===== src/rtl/if_id_buffer.sv =====
// Fetch-to-decode pipeline buffer: 2-entry skid FIFO holding {instr, pc, pc+4}
// with a one-cycle flush for redirects and the fetch PC write enable.
module if_id_buffer #(
  parameter int unsigned XLEN = 32
) (
  input  logic            ID_CLK,
  input  logic            ID_RST_N,
  input  logic            IF_VALID,
  input  logic [XLEN-1:0] MEM_INSTR,
  input  logic [XLEN-1:0] PC_COUNT,
  input  logic [XLEN-1:0] PC_PLUS_FOUR,
  input  logic            ID_STALL,
  input  logic            FLUSH,
  output logic            IF_READY,
  output logic            PC_WRITE,
  output logic            ID_VALID,
  output logic [XLEN-1:0] ID_INSTR,
  output logic [XLEN-1:0] ID_PC,
  output logic [XLEN-1:0] ID_PC_PLUS_FOUR
);

  // State encoding doubles as the occupancy count.
  typedef enum logic [1:0] {
    S_EMPTY = 2'd0,
    S_ONE   = 2'd1,
    S_FULL  = 2'd2
  } state_t;

  state_t          r_state;
  state_t          w_state_nxt;
  logic            r_wp;
  logic            r_rp;
  logic            w_wp_nxt;
  logic            w_rp_nxt;
  logic            w_enq;
  logic            w_deq;
  logic [XLEN-1:0] r_instr [2];
  logic [XLEN-1:0] r_pc    [2];
  logic [XLEN-1:0] r_pc4   [2];

  // Ready depends on registered state only, so fetch never sees a loop through IF_VALID.
  assign IF_READY        = (r_state != S_FULL);
  assign ID_VALID        = (r_state != S_EMPTY);
  assign PC_WRITE        = (IF_READY & ~ID_STALL) | FLUSH;
  assign w_enq           = IF_VALID & IF_READY & ~FLUSH;
  assign w_deq           = ID_VALID & ~ID_STALL & ~FLUSH;
  assign ID_INSTR        = r_instr[r_rp];
  assign ID_PC           = r_pc[r_rp];
  assign ID_PC_PLUS_FOUR = r_pc4[r_rp];

  always_comb begin
    w_state_nxt = r_state;
    w_wp_nxt    = r_wp;
    w_rp_nxt    = r_rp;
    if (w_enq) w_wp_nxt = ~r_wp;
    if (w_deq) w_rp_nxt = ~r_rp;
    case (r_state)
      S_EMPTY: if (w_enq) w_state_nxt = S_ONE;
      S_ONE: begin
        if (w_enq && !w_deq)      w_state_nxt = S_FULL;
        else if (!w_enq && w_deq) w_state_nxt = S_EMPTY;
      end
      S_FULL:  if (w_deq) w_state_nxt = S_ONE;
      default: w_state_nxt = S_EMPTY;
    endcase
    // Redirect empties the buffer without touching stored entries.
    if (FLUSH) begin
      w_state_nxt = S_EMPTY;
      w_wp_nxt    = 1'b0;
      w_rp_nxt    = 1'b0;
    end
  end

  always_ff @(posedge ID_CLK) begin
    if (!ID_RST_N) begin
      r_state <= S_EMPTY;
      r_wp    <= 1'b0;
      r_rp    <= 1'b0;
      for (int i = 0; i < 2; i++) begin
        r_instr[i] <= '0;
        r_pc[i]    <= '0;
        r_pc4[i]   <= '0;
      end
    end else begin
      r_state <= w_state_nxt;
      r_wp    <= w_wp_nxt;
      r_rp    <= w_rp_nxt;
      if (w_enq) begin
        r_instr[r_wp] <= MEM_INSTR;
        r_pc[r_wp]    <= PC_COUNT;
        r_pc4[r_wp]   <= PC_PLUS_FOUR;
      end
    end
  end

endmodule


===== config.mk =====
export PLATFORM = sky130hd
export DESIGN_NAME = if_id_buffer
export DESIGN_NICKNAME = d
export VERILOG_FILES = /design/src/rtl/if_id_buffer.sv
export SDC_FILE = /design/constraint.sdc
export NUM_CORES = 1
export LEC_CHECK = 0
export CORE_MARGIN = 2
export CORE_UTILIZATION = 47
export CTS_BUF_LIST = sky130_fd_sc_hd__clkbuf_8
export DETAILED_ROUTE_END_ITERATION = 10
export PLACE_DENSITY = 0.84
export SYNTH_ARGS = -nofsm -noshare
export SYNTH_HDL_FRONTEND = slang
export SYNTH_SLANG_ARGS = --single-unit
export TNS_END_PERCENT = 50

===== constraint.sdc =====
create_clock -name ID_CLK -period 11.1 [get_ports ID_CLK]
set_clock_uncertainty 0.2 [all_clocks]
set_input_delay 1.665 -clock ID_CLK [delete_from_list [all_inputs] [get_ports ID_CLK]]
set_output_delay 1.665 -clock ID_CLK [all_outputs]
set_load 0.02 [all_outputs]

==> metrics.txt <==
status finished clean; CTS Buf Count 17; setup bufs post-CTS 0; Clock Sinks 197; Slew @ Worst Pin between 800 and 900 ps; crit end category output port; initial DRC count between 200 and 250; Area Overhead vs Synth 29.7%; worst min-delay path category reg2reg; worst hold path stage count 2; Unique masters post-synth 26; Setup violations, final 0; Netlist Area Pre-Place between 8000 and 9000 µm²; placed cell area between 10000 and 15000 µm²; drt wl/cell between 15 and 20 µm; Startpoint Class input pin; Cell Chain, Critical Path clkdlybuf4s50_1, o21bai_1, clkdlybuf4s50_1; CP required 9240 ps; Critical Path AT roughly 3100 ps; sequential area share after synthesis 0.686; commonest non-fill, non-tap cell in the layout clkdlybuf4s50_1; Post-CTS Resized 0; H-Tree Depth 4; RSZ-0062 raised after global routing false; count of pins over their slew limit 0; core area ~18000 µm²; Die ar. 19300 µm²; CTS tree yes; FMAX 200 MHz; I/O Pins 200; WL final 17.1 mm; grt ovf 0; Hold Vio Cnt, Final 0; Initial Util 0.477; Die Ht 139 µm; kind of cell adding the most delay to the critical path buffers and inverters; Post-Synthesis Cells ~540; die width 139 µm; vias in the first global route 5322; clk_lat worst skew 450 ps; Syn Nets 646; ANT cells 0; Synth Register Bits 197; initial antenna violation count 0; kind of critical path in2out; total number of vias 4958; layout cells sized above 1 0.187; LEAKAGE 0.00409 µW; Final Critical Period between 5000 and 6000 ps; Worst-path clk slew roughly 90 ps; largest net degree at the start of global routing 97; Critical-path top delay cell clkdlybuf4s50_1; path length in cells of the critical path 3; top_reg_cell synth edfxtp_1; FP Rows 49; syn avg cell area 15.7 µm²; FFs w/ async S/R, synth 0; P per Cell Area 135 nW/µm²; Final HPWL DP 11.0 mm; Yosys warning total 0; Pre-antenna DRT Iters 4; VDD IR max approximately 0.000084 V; Post-synth EDFFs 192; fin crit share 0.451; GR Util All Layers 0.178; first-pass GRT wire length 26.6 mm; Worst path most repeated cell clkdlybuf4s50_1; final net count between 800 and 900; Crit Path Max Fanout 7; most frequent cells in the layout 199 x clkdlybuf4s50_1, 192 x and2_1, 192 x edfxtp_1; delay of the slowest critical-path stage 680 ps; I/O Buffers 199; Via density 5.06; Final Cell Area 11100 µm²; clk buf depth 2; Root Buffer Master clkbuf_8; max_slew headroom 0.438; reg2reg path depth 4; DRC 0; CTS Hold Bufs 0; Final TNS setup 0 ps; GPL Wtd Cong 0.793; Worst Path Buf+Inv 2; Antenna Violating Nets Remaining 0; Max Cap Viol 0
-- synthesized netlist by cell type, types with 4 or more instances --
master	count	area [µm²]
and2_1	192	1200
clkbuf_1	14	52.6
buf_2	5	25.0
mux2_2	96	1080
dfxtp_1	5	100
edfxtp_1	192	5770
buf_1	4	15.0
buf_6	8	90.1
nor2_1	6	22.5
-- cell families after synthesis --
group | Yosys count | synth area share
AND/OR/NAND/NOR | 209 | 0.156
adder cells (fa/ha/maj) | 1 | 0.00146
multiplexers | 96 | 0.127
AO/OA/AOI/OAI | 7 | 0.00600
flip-flops | 197 | 0.686
buffers and inverters | 33 | 0.0223
XOR/XNOR | 1 | 0.00103
-- registers in the layout, summed over array words and instances (netlist names), named ones only --
name,cells
r_pc,64
r_wp,1
r_pc4,64
r_instr,64
r_state,2
r_rp,1
-- worst paths after layout --
kind,end,from,slack (ps)
min,register,r_rp$_SDFFE_PP0P_,320
max reg2reg,r_instr[1][27]$_SDFFCE_PN0P_,r_wp$_SDFFE_PP0P_,8230
max,PC_WRITE,FLUSH,6100
min reg2reg,register,r_rp$_SDFFE_PP0P_,320
-- metrics by stage --
step           std cells  worst slack, ps  power, µW  hold WS [ps]   util
2_1_floorplan        544             1420        975           272      -
3_3_place_gp         947             6120       1070           288  0.598
6_report             979             6100       1500           322  0.619
3_5_place_dp         947             6110       1080           289  0.598
4_1_cts              979             6090       1510           327  0.619
5_1_grt              979             6060       1550           342  0.619
-- worst min-delay path: stages, from the launching register on --
cell and delay [ps]:
dfxtp_1 340, xor2_1 80, nor2_1 70
-- cell type report --
type	count	area (µm²)
sequential	197	5870
clock inverter	15	140
fill	1298	6820
clock buffer	17	234
inverter	2	7.51
timing repair buffer	205	2040
tap	229	287
multi-input combinational	314	2510
-- metal layers --
| metal | GRT usage | part of all wire |
|---|---|---|
| met3 | 0.0590 | 0.072 |
| met1 | 0.206 | 0.39 |
| met5 | 0 | 0 |
| met4 | 0.0489 | 0.013 |
| met2 | 0.318 | 0.52 |
-- power breakdown --
group / switching [µW] / total (µW) / internal [µW]
logic: 89.8 / 191 / 102
clock network: 243 / 440 / 197
registers: 10.8 / 867 / 856
total: 343 / 1500 / 1150
Power figures use the tool's default switching activity.
